--- config.mk ---
export PLATFORM = sky130hd
export DESIGN_NAME = imem_loader_ctrl
export DESIGN_NICKNAME = d
export VERILOG_FILES = /design/src/rtl/imem_loader_ctrl.sv
export SDC_FILE = /design/constraint.sdc
export NUM_CORES = 1
export LEC_CHECK = 0
export CAP_MARGIN = 20
export CELL_PAD_IN_SITES_DETAIL_PLACEMENT = 1
export CELL_PAD_IN_SITES_GLOBAL_PLACEMENT = 2
export CORE_MARGIN = 5
export CORE_UTILIZATION = 38
export CTS_CLUSTER_SIZE = 28
export DETAILED_ROUTE_END_ITERATION = 7
export GPL_TIMING_DRIVEN = 0
export PLACE_DENSITY = 0.86
export SLEW_MARGIN = 20
export SYNTH_ARGS = -nofsm -noshare
export SYNTH_HDL_FRONTEND = slang
export SYNTH_SLANG_ARGS = --single-unit
--- constraint.sdc ---
create_clock -name i_clk -period 3.23 [get_ports i_clk]
set_input_delay 0.8075 -clock i_clk [delete_from_list [all_inputs] [get_ports i_clk]]
set_output_delay 0.8075 -clock i_clk [all_outputs]
set_load 0.01 [all_outputs]
--- src/rtl/imem_loader_ctrl.sv ---
// imem_loader_ctrl
//   Boot / program-load controller. Holds the core in reset, takes a framed
//   byte stream (count_lo, count_hi, count*4 payload bytes LSB-first, XOR
//   checksum byte), writes assembled 32-bit words into instruction memory and
//   releases the core only when the checksum matches.
// Ports
//   i_clk, i_rst_n        clock, async active-low reset
//   i_start_load          pulse: (re)start a load from any state
//   i_run                 pulse: release the core without loading (IDLE only)
//   i_rx_valid/i_rx_data  host byte stream; o_rx_ready accepts
//   o_imem_we/waddr/wdata instruction-memory write port (one pulse per word)
//   o_core_rst_n          core reset, active-low, registered
//   o_busy/o_done/o_err   status decoded from the registered state
module imem_loader_ctrl #(
   parameter int P_ADDR_WIDTH = 11,
   parameter int P_DATA_WIDTH = 32
) (
   input  logic                    i_clk,
   input  logic                    i_rst_n,
   input  logic                    i_start_load,
   input  logic                    i_run,
   input  logic                    i_rx_valid,
   input  logic [7:0]              i_rx_data,
   output logic                    o_rx_ready,
   output logic                    o_imem_we,
   output logic [P_ADDR_WIDTH-1:0] o_imem_waddr,
   output logic [P_DATA_WIDTH-1:0] o_imem_wdata,
   output logic                    o_core_rst_n,
   output logic                    o_busy,
   output logic                    o_done,
   output logic                    o_err
);

   typedef enum logic [2:0] {
      S_IDLE, S_HDR0, S_HDR1, S_PAYLOAD, S_CKSUM, S_RUN, S_ERROR
   } state_t;

   // Largest word count that fits the memory; compared at 17 bits so a full
   // 16-bit count never wraps.
   localparam logic [16:0] MAX_WORDS = 17'(1) << (P_ADDR_WIDTH - 2);

   state_t      state;
   logic [7:0]  count_lo;
   logic [15:0] count;
   logic [15:0] word_idx;
   logic [1:0]  byte_idx;
   logic [7:0]  cksum;
   logic [23:0] word_buf;   // lanes 0..2; lane 3 comes straight off the bus
   logic        xfer;
   logic [15:0] count_rx;

   assign o_busy     = (state == S_HDR0) || (state == S_HDR1) ||
                       (state == S_PAYLOAD) || (state == S_CKSUM);
   assign o_rx_ready = o_busy;
   assign o_done     = (state == S_RUN);
   assign o_err      = (state == S_ERROR);

   assign xfer     = i_rx_valid && o_rx_ready;
   assign count_rx = {i_rx_data, count_lo};

   always_ff @(posedge i_clk or negedge i_rst_n) begin
      if (!i_rst_n) begin
         state        <= S_IDLE;
         count_lo     <= '0;
         count        <= '0;
         word_idx     <= '0;
         byte_idx     <= '0;
         cksum        <= '0;
         word_buf     <= '0;
         o_imem_we    <= 1'b0;
         o_imem_waddr <= '0;
         o_imem_wdata <= '0;
         o_core_rst_n <= 1'b0;
      end else begin
         o_imem_we <= 1'b0;
         // Start has priority over everything, including a byte offered in
         // the same cycle: that byte is dropped and no partial word is written.
         if (i_start_load) begin
            state        <= S_HDR0;
            o_core_rst_n <= 1'b0;
            word_idx     <= '0;
            byte_idx     <= '0;
            cksum        <= '0;
         end else begin
            case (state)
               S_IDLE: begin
                  if (i_run) begin
                     state        <= S_RUN;
                     o_core_rst_n <= 1'b1;
                  end
               end
               S_HDR0: begin
                  if (xfer) begin
                     count_lo <= i_rx_data;
                     state    <= S_HDR1;
                  end
               end
               S_HDR1: begin
                  if (xfer) begin
                     count    <= count_rx;
                     word_idx <= '0;
                     byte_idx <= '0;
                     cksum    <= '0;
                     if ({1'b0, count_rx} > MAX_WORDS) state <= S_ERROR;
                     else if (count_rx == 16'd0)      state <= S_CKSUM;
                     else                             state <= S_PAYLOAD;
                  end
               end
               S_PAYLOAD: begin
                  if (xfer) begin
                     cksum    <= cksum ^ i_rx_data;
                     byte_idx <= byte_idx + 2'd1;
                     case (byte_idx)
                        2'd0: word_buf[7:0]   <= i_rx_data;
                        2'd1: word_buf[15:8]  <= i_rx_data;
                        2'd2: word_buf[23:16] <= i_rx_data;
                        default: begin
                           o_imem_we    <= 1'b1;
                           o_imem_waddr <= {word_idx[P_ADDR_WIDTH-3:0], 2'b00};
                           o_imem_wdata <= P_DATA_WIDTH'({i_rx_data, word_buf});
                           word_idx     <= word_idx + 16'd1;
                           if (word_idx == count - 16'd1) state <= S_CKSUM;
                        end
                     endcase
                  end
               end
               S_CKSUM: begin
                  if (xfer) begin
                     if (i_rx_data == cksum) begin
                        state        <= S_RUN;
                        o_core_rst_n <= 1'b1;
                     end else begin
                        state <= S_ERROR;
                     end
                  end
               end
               default: ;  // RUN / ERROR leave only via start or reset
            endcase
         end
      end
   end

endmodule

==> results.yml, run 1 <==
synth:
  synth_top_cell_area_share_pct: 52.8
  synth-async-reset-ratio_pct: 100
  synthAdderAreaFrac_pct: 1.32
  synth_top_family_by_area: "multiplexers"
  synth_largest_area_cell: "sky130_fd_sc_hd__dfrtp_1"
  yosys-top-cells-count: "sky130_fd_sc_hd__dfrtp_1 (120), sky130_fd_sc_hd__mux2_1 (79), sky130_fd_sc_hd__nand2_1 (33), sky130_fd_sc_hd__nor2_1 (33), sky130_fd_sc_hd__xnor2_1 (26)"
  ys_seq_area_share_pct: 52.8
  netlist_area_um2: 5690
  synth_top_cells_by_area: "sky130_fd_sc_hd__dfrtp_1 (53%), sky130_fd_sc_hd__mux2_1 (16%), sky130_fd_sc_hd__xnor2_1 (4.0%), sky130_fd_sc_hd__xor2_1 (2.5%), sky130_fd_sc_hd__nand2_1 (2.2%)"
  ys_types: 56
  synth_xor_xnor_area_share_pct: 6.47
  most_repeated_cell_in_the_gate_level_netlist_after_synthesis: "sky130_fd_sc_hd__dfrtp_1"
  synth_seq_cells: 120
  post_synth_and_or_nand_nor_area_fraction_pct: 12.7
  synthCells: 488
  mean_instance_size_in_the_synthesized_netlist_um2: 11.7
  synth_flop_cell: "sky130_fd_sc_hd__dfrtp_1"
  synth_enable_flop_cells: 0
  muxShareOfSynthArea_pct: 18.0
  yosysWarningCount: 0
  complex_gate_fraction_of_the_synthesized_area_pct: 5.81
global_routing:
  initial_antenna_violation_count: 0
  grt_pass1_vias: 4474
  largest_net_degree_at_the_start_of_global_routing: 82
  grt_residual_overflow: 0
  grt_first_pass_wirelength_um: 24000
  grtUsageTotal_pct: 17.3
power:
  vdd.ir_drop.worst_v: 0.000398
  design_power_total_mw: 5.03
  power.static_leakage_nw: 3.22
  pwr_density_cell_nw_per_um2: 716
clocking:
  cts_max_path_buffers: 2
  cts.sink_count: 120
  insertion_delay_ns: 0.42
  clockRootBuffer: "sky130_fd_sc_hd__clkbuf_16"
  cts_tree: "built"
  htree_num_levels: 4
  post_cts_buffers: 0
  ctsHoldBuffers: 0
  worst_setup_hold_path_clk_slew_ns: 0.06
  cts-buffers-inserted: 17
critical_path:
  worstSetupEndpoint: "o_imem_wdata[21]"
  path_cells: "clkdlybuf4s50_1 > nor3b_1 > and3_1 > clkbuf_1 > nand2_2 > inv_4 > buf_2 > mux2_1"
  required_ns: 3.53
  critical_path_fanout_max: 10
  rr_startpoint: "state[2]"
  worst_path_max_delay_cell: "sky130_fd_sc_hd__clkdlybuf4s50_1"
  cp.arrival_ns: 3.44
  worst-setup-path-type: "input pin to register"
  timing.critical_path.from: "i_rx_valid"
  r2r-end: "word_idx[15]"
  start_kind: "input pin"
  cpPeakStageDelay_ns: 0.61
  r2r_setup_slack_ns: 0.24
  worst_setup_path_end_kind: "register"
  reg2regPathDepth: 8
sta:
  number_of_setup_violations_in_the_final_report: 0
  setup_total_neg_slack_ns: 0
  finalWorstPathRequiredPeriod_ns: 3.14
  max_freq_mhz: 318
  worstMarginPinSlew_ns: 1.09
  hold_viol_final: 0
  report.final.slew_viol_count: 0
  finalClockSkew_ns: 0.00944
  timing.final.crit_share_pct: 97.3
  whs_ns: 0.299
  grt_setup_unrepaired: "true"
  worst_slew_margin_relative_to_its_limit_pct: 27.0
floorplanning:
  core_area_um2: 14600
  floorplan.die_area_um2: 17500
  num_io_pins: 62
  site_row_count: 44
  die_height_um: 132
  initial_core_util_pct: 39.0
  floorplan.die.width_um: 132
detailed_routing:
  drtAntennaViolNets: 0
  post_drt_via_cell_ratio: 5.31
  routed-via-count: 4016
  avgRoutedWirePerCell_um: 19.0
  detailedRoute.firstIterationViolations: 123
  wirelength_um: 14400
  drc_errors: 0
  dr.pass1.iters: 4
final_layout:
  nNetsFinal: 579
  antenna_cells: 0
  syn_to_final_growth_pct: 23.3
  final_layout_size_suffix_gt1_share_pct: 10.3
status:
  outcome: "finished clean"
place:
  place.gp.congestion: 0.838
  post-dp-hpwl_um: 10000
  number_of_i_o_port_buffers: 51
run:
  number_of_maximum_capacitance_constraint_violations: 0
min_path:
  worst_hold_path_type: "input pin to asynchronous set/reset pin"
-- flip-flops by register name, indices dropped and copies added (netlist names), 2 cells and up --
name and flops:
o_imem_wdata 32, word_buf 24, count 16, word_idx 16, o_imem_waddr 9, cksum 8
count_lo 8, state 3, byte_idx 2
-- worst min path at each step --
stage / start / endpoint / slack (ns) / cells past startpoint
2_1_floorplan: word_buf[15] / o_imem_wdata[15] / 0.45 / 1
3_3_place_gp: word_buf[4] / o_imem_wdata[4] / 0.46 / 1
3_5_place_dp: o_imem_wdata[16] / o_imem_wdata[16] / 0.47 / 1
4_1_cts: i_rst_n / o_imem_waddr[7] / 0.30 / 1
5_1_grt: i_rst_n / word_buf[7] / 0.33 / 1
6_report: i_rst_n / word_idx[3] / 0.30 / 1
-- critical path: cells and delay by family --
kind                   cells  cell delay (ns)
AND/OR/NAND/NOR            3             0.86
multiplexers               1             0.36
buffers and inverters      4             1.40
-- report_power, final --
part / internal [mW] / switching, mW / total, mW
sequential: 1.75 / 0.253 / 2.00
clock: 1.00 / 0.719 / 1.72
combinational: 0.613 / 0.688 / 1.30
-- metrics by stage --
step | setup slack (ns) | cells | area [um2] | util [%]
3_3_place_gp | -3.16 | 724 | 6430 | 44.1
6_report | 0.0878 | 757 | 7020 | 48.1
4_1_cts | 0.0620 | 757 | 7010 | 48.0
3_5_place_dp | -0.623 | 725 | 6460 | 44.3
5_1_grt | -0.0402 | 757 | 7020 | 48.1
2_1_floorplan | 0.500 | 489 | 5690 | -
-- routing by layer --
layer	GRT usage [%]	vias to the layer above	share of wire (%)
li1	-	1854	-
met1	20.9	2081	43
met2	29.4	59	51
met3	4.92	22	3.9
met4	5.94	0	1.4
met5	0	-	0
-- area by class of cell --
type                    instances  area, um2
well taps                     184        230
fillers                      1543       7570
inverters                      10       40.0
plain buffers                  29        129
repair buffers                 52        539
clock buffers                  19        443
clock inverters                13       96.3
flip-flops and latches        120       3000
multi-input cells             330       2530
-- cell families (layout without fill, tap and decap cells) --
group | after synthesis | after routing
adder cells (fa/ha/maj) | 6 | 6
buffers and inverters | 39 | 123
other | 1 | 2
multiplexers | 91 | 91
AND/OR/NAND/NOR | 135 | 135
XOR/XNOR | 42 | 42
AO/OA/AOI/OAI | 54 | 54
flip-flops | 120 | 120
-- timing repair --
item / 4_1_cts / 5_1_grt
pin swaps: 0 / 0
gates resized for setup: 2 / 2
setup endpoints to repair: 8 / 20
endpoints found under the hold margin: 0 / 0
-- cell usage in the layout, fill, tap and decap left out, types with 4 or more instances in the layout --
cell type	count
sky130_fd_sc_hd__clkbuf_1	23
sky130_fd_sc_hd__dfrtp_1	120
sky130_fd_sc_hd__nor3_1	11
sky130_fd_sc_hd__nor3b_1	5
sky130_fd_sc_hd__nor2_1	33
sky130_fd_sc_hd__nand2b_1	4
sky130_fd_sc_hd__xor2_1	16
sky130_fd_sc_hd__nand3_1	12
sky130_fd_sc_hd__mux2_2	10
sky130_fd_sc_hd__o21ai_0	12
sky130_fd_sc_hd__nand4_1	6
sky130_fd_sc_hd__clkinv_4	4
sky130_fd_sc_hd__ha_1	6
sky130_fd_sc_hd__clkinv_2	4
sky130_fd_sc_hd__inv_1	9
sky130_fd_sc_hd__xnor2_1	26
sky130_fd_sc_hd__nand2_1	32
sky130_fd_sc_hd__nor2b_1	5
sky130_fd_sc_hd__a31oi_1	5
sky130_fd_sc_hd__clkdlybuf4s50_1	50
sky130_fd_sc_hd__o21ai_1	17
sky130_fd_sc_hd__clkbuf_16	17
sky130_fd_sc_hd__mux2_1	79
(Power assumes the default switching activity.)
==> run 2, diff against run 1 <==
--- a/config.mk
+++ b/config.mk
@@ -10,6 +10,7 @@
 export CELL_PAD_IN_SITES_GLOBAL_PLACEMENT = 2
 export CORE_MARGIN = 5
 export CORE_UTILIZATION = 38
+export CTS_CLUSTER_DIAMETER = 50
 export CTS_CLUSTER_SIZE = 28
 export DETAILED_ROUTE_END_ITERATION = 7
 export GPL_TIMING_DRIVEN = 0
==> results of run 2 <==
No change in the layout: final DEF, timing and power equal those of run 1.
==> run 3, diff against run 2 <==
--- a/config.mk
+++ b/config.mk
@@ -8,7 +8,7 @@
 export CAP_MARGIN = 20
 export CELL_PAD_IN_SITES_DETAIL_PLACEMENT = 1
 export CELL_PAD_IN_SITES_GLOBAL_PLACEMENT = 2
-export CORE_MARGIN = 5
+export CORE_MARGIN = 1
 export CORE_UTILIZATION = 38
 export CTS_CLUSTER_DIAMETER = 50
 export CTS_CLUSTER_SIZE = 28
==> results.yml, run 3 (synthesis results as in run 1) <==
clocking:
  htree_num_levels: 4
  post_cts_buffers: 0
  cts-buffers-inserted: 17
  cts_max_path_buffers: 2
  cts_tree: "built"
  worst_setup_hold_path_clk_slew_ns: 0.05
  cts.sink_count: 120
  clockRootBuffer: "sky130_fd_sc_hd__clkbuf_16"
  ctsHoldBuffers: 0
  post_cts.resized_instances: 2
  insertion_delay_ns: 0.41
place:
  place.gp.congestion: 0.788
  post-dp-hpwl_um: 9800
  place_area_um2: 6460
  preCtsSetupSlack_ns: -0.628
  number_of_i_o_port_buffers: 51
sta:
  max_freq_mhz: 316
  finalClockSkew_ns: 0.0118
  grt_setup_unrepaired: "true"
  setup_total_neg_slack_ns: 0
  timing.final.crit_share_pct: 97.9
  number_of_setup_violations_in_the_final_report: 0
  post_route_setup_slack_ns: 0.0676
  report.final.slew_viol_count: 0
  worst_slew_margin_relative_to_its_limit_pct: 29.3
  hold_viol_final: 0
  worstMarginPinSlew_ns: 1.05
  finalWorstPathRequiredPeriod_ns: 3.16
final_layout:
  multi_input_area_um2: 2530
  register_name_with_the_most_flops: "o_imem_wdata"
  final_core_util_pct: 48.2
  final_layout_size_suffix_gt1_share_pct: 10.5
  antenna_cells: 0
  top_regs: "o_imem_wdata: 32 flops, word_buf: 24 flops"
  layout.cells.most_common: "sky130_fd_sc_hd__dfrtp_1"
  largest_register_ffs: 32
  syn_to_final_growth_pct: 23.5
  area.sequential_um2: 3000
  most-common-layout-cells: "sky130_fd_sc_hd__dfrtp_1 (120), sky130_fd_sc_hd__mux2_1 (79), sky130_fd_sc_hd__clkdlybuf4s50_1 (50)"
  num-fill-cells: 1546
  nNetsFinal: 579
  final_cell_area_um2: 7030
detailed_routing:
  dr.pass1.iters: 4
  wirelength_um: 14100
  post_drt_via_cell_ratio: 5.26
  drtAntennaViolNets: 0
  routed-via-count: 3984
  avgRoutedWirePerCell_um: 18.7
  drc_errors: 0
  detailedRoute.firstIterationViolations: 162
floorplanning:
  die_height_um: 124
  floorplan.die_area_um2: 15500
  floorplan.die.width_um: 124
  initial_core_util_pct: 39.0
  core_area_um2: 14600
  site_row_count: 44
  num_io_pins: 62
critical_path:
  r2r_setup_slack_ns: 0.21
  critical_path_fanout_max: 10
  r2r-end: "word_idx[13]"
  worstSetupEndpoint: "o_imem_wdata[0]"
  timing.critical_path.from: "i_rx_valid"
  reg2regPathDepth: 8
  worst_setup_path_end_kind: "register"
  start_kind: "input pin"
  rr_startpoint: "state[2]"
  worst-setup-path-type: "input pin to register"
  cp.arrival_ns: 3.45
  required_ns: 3.52
global_routing:
  grtUsageTotal_pct: 19.6
  largest_net_degree_at_the_start_of_global_routing: 75
  grt_first_pass_wirelength_um: 23600
  grt_residual_overflow: 0
  grt_pass1_vias: 4449
  initial_antenna_violation_count: 0
power:
  pwr_density_cell_nw_per_um2: 717
  power.static_leakage_nw: 3.23
  vdd.ir_drop.worst_v: 0.000544
run:
  number_of_maximum_capacitance_constraint_violations: 0
min_path:
  worst_hold_path_type: "input pin to asynchronous set/reset pin"
status:
  outcome: "finished clean"
-- run 3: cell count changes in the layout (fill, tap and decap cells not counted), sizes merged --
cell / previous run / this run
clkinvlp: 2 / 3
clkbuf: 41 / 43
buf: 9 / 8
clkinv: 8 / 6
-- run 3: area by class of cell --
class / count / area share, %
timing repair buffer: 52 / 7.67
buffer: 29 / 1.85
multi-input combinational: 330 / 36.1
clock inverter: 12 / 1.34
inverter: 10 / 0.570
sequential: 120 / 42.7
tap: 184 / 3.28
clock buffer: 20 / 6.50
-- run 3: how the worst min path moves through the flow --
stage / slack [ns] / start / endpoint / depth (start not counted)
2_1_floorplan: 0.45 / word_buf[15] / o_imem_wdata[15] / 1
3_3_place_gp: 0.46 / word_buf[15] / o_imem_wdata[15] / 1
3_5_place_dp: 0.47 / word_buf[3] / o_imem_wdata[3] / 1
4_1_cts: 0.33 / i_rst_n / o_imem_waddr[6] / 1
5_1_grt: 0.36 / i_rst_n / o_imem_waddr[6] / 1
6_report: 0.34 / i_rst_n / o_imem_waddr[6] / 1
-- run 3: worst max-delay path: stages --
cell and delay, ns:
sky130_fd_sc_hd__clkdlybuf4s50_1 0.59, sky130_fd_sc_hd__nor3b_1 0.44, sky130_fd_sc_hd__and3_1 0.23, sky130_fd_sc_hd__clkbuf_1 0.21, sky130_fd_sc_hd__nand2_2 0.24, sky130_fd_sc_hd__inv_4 0.23
sky130_fd_sc_hd__buf_2 0.34, sky130_fd_sc_hd__mux2_1 0.36
-- run 3: layer usage --
metal | wire, um | track usage (%) | vias up
met5 | 0 | 0 | -
met4 | 176 | 6.09 | 0
met3 | 532 | 5.67 | 15
met2 | 7350 | 34.1 | 78
met1 | 6070 | 23.3 | 2049
li1 | - | - | 1842
-- run 3: metrics by stage --
stage          instances  power, mW  hold WS, ns
5_1_grt              757       5.32        0.357
4_1_cts              757       5.06        0.333
3_3_place_gp         724       3.21        0.464
2_1_floorplan        489       2.89        0.454
3_5_place_dp         725       3.31        0.471
6_report             757       5.04        0.336
-- run 3: where the power goes --
group	total, mW	leakage (nW)	internal, mW	switching [mW]
Sequential	2.00	1.62	1.75	0.251
Clock	1.73	0.263	1.03	0.702
Combinational	1.31	1.34	0.614	0.694
==> RTL change 1: new RTL, config.mk and constraints of run 1 <==
Re-encode `state_t` (7 states) as one-hot, 7 bits wide.
--- a/src/rtl/imem_loader_ctrl.sv
+++ b/src/rtl/imem_loader_ctrl.sv
@@ -31,8 +31,8 @@
    output logic                    o_err
 );
 
-   typedef enum logic [2:0] {
-      S_IDLE, S_HDR0, S_HDR1, S_PAYLOAD, S_CKSUM, S_RUN, S_ERROR
+   typedef enum logic [6:0] {
+      S_IDLE = 7'b0000001, S_HDR0 = 7'b0000010, S_HDR1 = 7'b0000100, S_PAYLOAD = 7'b0001000, S_CKSUM = 7'b0010000, S_RUN = 7'b0100000, S_ERROR = 7'b1000000
    } state_t;
 
    // Largest word count that fits the memory; compared at 17 bits so a full
Check against the original RTL: same outputs for any inputs over 4 cycles, from zero or initial values and one cycle with i_rst_n low; so few cycles prove little.
==> RTL change 1 against run 1 <==
  * Total power decreased by 6.3%
  * Sequential cell count is 4 higher
  * Critical path depth is 2 lower
  * Sequential share of layout area decreased by 1.2 points
  * Count of clock-buffer cells in the layout down 2
  * Routed wire length rose by 14%
  * Area after synthesis is 6.5% higher
  * Utilization shrank 0.81 points
  * Sequential power decreased by 6%
  * Via count is 13% higher
  * Cell area increased by 6.3%
  * Setup slack better by 0.043 ns
  * First-iteration DRC count increased by 27%
  * Worst hold slack better by 0.035 ns
==> RTL change 1: results (changes against run 1) <==
| Metric | Value |
|---|---|
| Status | completed (unchanged) |
| Final-layout clock-cell area share | 0.0759 (was 0.0769) |
| Seq. cell area | 3100 um^2 (was 3000 um^2) |
| WL final | 16400 um (was 14400 um) |
| Tot GR Track Use | 0.185 (was 0.173) |
| Hold_ws | 0.333 ns (was 0.299 ns) |
| Clkbuf count | 17 (was 19) |
| Fill cells | 1703 (was 1543) |
| Nets | 628 (was 579) |
| Maximum vdd drop | 350 uV (was 398 uV) |
| Number of global-route vias before repair | 4921 (was 4474) |
| PnR Total Power | 4.71 mW (was 5.03 mW) |
| Area of the multi-input gates | 2770 um^2 (was 2530 um^2) |
| Final non-clock buffer share | 0.0957 (was 0.0952) |
| Distinct cells, synth | 65 (was 56) |
| Reg power frac | 0.401 (was 0.398) |
| Synth area leaders | dfrtp_1 51%, mux2_1 14%, o21ai_0 2.6%, mux2_2 2.6%, nand2_1 2.4% (was dfrtp_1 53%, mux2_1 16%, xnor2_1 4.0%, xor2_1 2.5%, nand2_1 2.2%) |
| Seq_cells | 124 (was 120) |
| Rel. slew slack | 0.366 (was 0.270) |
| # resized after CTS | 3 (was 2) |
| CP Data Arrival Time | 2.29 ns (was 3.44 ns) |
| Register area share after synthesis | 0.512 (was 0.528) |
| Met2 usage | 0.302 (was 0.294) |
| Pre-CTS WS | -0.0315 ns (was -0.623 ns) |
| Leakage power | 3.42 nW (was 3.22 nW) |
| Port Buffer Count | 52 (was 51) |
| Met3 wire length | 701 um (was 561 um) |
| Wl on met1 | 7380 um (was 6240 um) |
| Multi-input gates | 371 (was 330) |
| R2r startpoint | count[0] (was state[2]) |
| Area post-placement | 6880 um^2 (was 6460 um^2) |
| Final Skew | 0.00741 ns (was 0.00944 ns) |
RTL change 1: worst max-delay path, stage by stage, from the launching register on:
cell	delay [ns]
dfrtp_1	0.35
buf_2	0.18
xnor2_1	0.14
or3_1	0.36
a2111oi_4	0.41
buf_4	0.17
dlygate4sd2_1	0.26
RTL change 1: how the worst max path moves through the flow:
| stage | from | to | slack [ns] |
|---|---|---|---|
| 2_1_floorplan | count[0] | state[3] | 0.59 |
| 6_report | state[4] | o_rx_ready | 0.13 |
| 3_5_place_dp | i_rx_valid | word_idx[2] | -0.03 |
| 5_1_grt | state[1] | o_rx_ready | 0.02 |
| 4_1_cts | state[4] | o_rx_ready | 0.12 |
| 3_3_place_gp | i_rst_n | count[12] | -3.31 |
RTL change 1: cell families after synthesis:
logic type                 Yosys count  synth area share
muxes                               87             0.162
other                                1          0.000619
and+or+nand+nor                    152             0.135
adders and majority gates            6            0.0124
AOI/OAI and AO/OA                   97             0.107
DFF                                124             0.512
xor gates and xnor gates            27            0.0390
buffers and inverters               42            0.0324
==> RTL change 2: new RTL, flow settings as in run 1 <==
Made on the original files. Change the parameter `P_DATA_WIDTH` from 32 to 28.
--- a/src/rtl/imem_loader_ctrl.sv
+++ b/src/rtl/imem_loader_ctrl.sv
@@ -13,7 +13,7 @@
 //   o_busy/o_done/o_err   status decoded from the registered state
 module imem_loader_ctrl #(
    parameter int P_ADDR_WIDTH = 11,
-   parameter int P_DATA_WIDTH = 32
+   parameter int P_DATA_WIDTH = 28
 ) (
    input  logic                    i_clk,
    input  logic                    i_rst_n,
Ports: changed (resized o_imem_wdata); port bits go from 62 to 58. The function was not compared with the original's and may differ.
==> RTL change 2 against run 1 <==
  * Register-to-register slack improved by 0.15 ns
  * Cell area rose by 0.80%
  * Synthesized cell count rose by 6.6%
  * Routed wire length rose by 13%
  * Setup slack improved by 0.0021 ns
  * Clock power rose by 6%
  * Sequential cell count fell by 4
  * Final cell count rose by 4.5%
  * Area after synthesis rose by 1.1%
  * Non-clock buffer count rose by 1
  * Total power fell by 0.74%
  * Via count rose by 6.8%
  * Critical path type unchanged
  * Largest power group unchanged
==> RTL change 2: results (changes against run 1) <==
| Metric | Value |
|---|---|
| Most frequent cells after synthesis | 116 x dfrtp_1, 87 x mux2_2, 44 x nand2_1 (was 120 x dfrtp_1, 79 x mux2_1, 33 x nand2_1, 33 x nor2_1, 26 x xnor2_1) |
| WL final | 16200 um (was 14400 um) |
| Metal2 WL | 8070 um (was 7350 um) |
| Nets | 609 (was 579) |
| Rel. slew slack | 0.481 (was 0.270) |
| Wl on met1 | 7090 um (was 6240 um) |
| Share of layout cells above drive strength 1 | 0.235 (was 0.103) |
| Final Skew | 0.0128 ns (was 0.00944 ns) |
| Register area share after synthesis | 0.505 (was 0.528) |
| Status | completed (unchanged) |
| Met3 Track Usage GR | 0.0475 (was 0.0492) |
| Top delay family on crit path | simple AND/OR/NAND/NOR gates (was buffers and inverters) |
| Pre-CTS WS | -0.217 ns (was -0.623 ns) |
| Crit-path max FO | 5 (was 10) |
| First-pass GRT wire length | 26600 um (was 24000 um) |
| Cell Count, Final, Fillers Out | 791 (was 757) |
| Final worst setup slack | 0.0900 ns (was 0.0878 ns) |
| GP Congestion | 0.845 (was 0.838) |
| R2R depth | 8 (unchanged) |
| Regs by FF count | o_imem_wdata (28), word_buf (24) (was o_imem_wdata (32), word_buf (24)) |
| DP Wirelength | 11500 um (was 10000 um) |
| Net switching power | 1.71 mW (was 1.66 mW) |
| Synth area leaders | dfrtp_1 50%, mux2_2 17%, xnor2_1 3.7%, nand2_1 2.9%, nor2_1 2.4% (was dfrtp_1 53%, mux2_1 16%, xnor2_1 4.0%, xor2_1 2.5%, nand2_1 2.2%) |
| Max stage delay on crit path | 0.53 ns (was 0.61 ns) |
| R2r startpoint | count[2] (was state[2]) |
| Fill cells | 1588 (was 1543) |
| Placed cells | 759 (was 725) |
| Area post-placement | 6500 um^2 (was 6460 um^2) |
| Tot GR Track Use | 0.192 (was 0.173) |
| Routed via count | 4291 (was 4016) |
| Drt first pass iters | 5 (was 4) |
| Worst Setup EP | word_idx[13] (was o_imem_wdata[21]) |
| Port Buffer Count | 48 (was 51) |
| Synth Instances | 520 (was 488) |
| Largest net degree at the start of global routing | 64 (was 82) |
| Reg2reg end | state[0] (was word_idx[15]) |
| Met3 wire length | 656 um (was 561 um) |
| Initial DRC Count | 160 (was 123) |
| # resized after CTS | 0 (was 2) |
| Fraction of registers with async set/reset | 1.00 (unchanged) |
| Met1 capacity usage during global routing | 0.240 (was 0.209) |
| Leakage power | 3.16 nW (was 3.22 nW) |
| Number of global-route vias before repair | 4873 (was 4474) |
## RTL change 2: changes by cell type after synthesis, sizes merged, moves of 5 or more
cell   delta
nand2    +11
nor3      +9
nand4     +5
nor3b     -5
## RTL change 2: logic make-up (layout without fill, tap and decap cells)
logic type | after synthesis | count (layout) | share of synthesized area
simple gates | 161 | 161 | 0.145
flops | 116 | 116 | 0.505
mux | 90 | 90 | 0.176
compound gates | 64 | 64 | 0.0720
buf+inv | 46 | 128 | 0.0339
xor+xnor | 36 | 36 | 0.0548
fa+ha+maj | 6 | 6 | 0.0131
other cells | 1 | 2 | 0.000652
## RTL change 2: worst min path at each step
stage | slack, ns | cells after the start | to | from
6_report | 0.35 | 1 | o_imem_wdata[21] | i_rst_n
5_1_grt | 0.37 | 1 | o_imem_waddr[3] | i_rst_n
4_1_cts | 0.36 | 1 | o_imem_wdata[21] | i_rst_n
3_5_place_dp | 0.49 | 1 | o_imem_waddr[7] | o_imem_waddr[7]
3_3_place_gp | 0.47 | 2 | o_imem_waddr[10] | o_imem_waddr[10]
2_1_floorplan | 0.47 | 1 | o_imem_wdata[0] | word_buf[0]
## RTL change 2: power by group through the flow
stage               combinational [mW]  sequential [mW]  clock, mW
CTS                               1.34             1.83       1.85
finish                            1.34             1.83       1.82
global route                      1.47             1.85       1.94
floorplan                        0.942             1.79          0
detailed placement                1.32             1.85          0
global placement                  1.27             1.83          0
## RTL change 2: cell type report
type                    count  area [um^2]  share of cell area
plain buffers              32          143              0.0202
repair buffers             50          514              0.0727
clock inverters            14          130              0.0184
inverters                  14         52.6             0.00743
multi-input cells         359         2660               0.375
well taps                 188          235              0.0333
clock buffers              18          439              0.0621
flip-flops and latches    116         2900               0.410
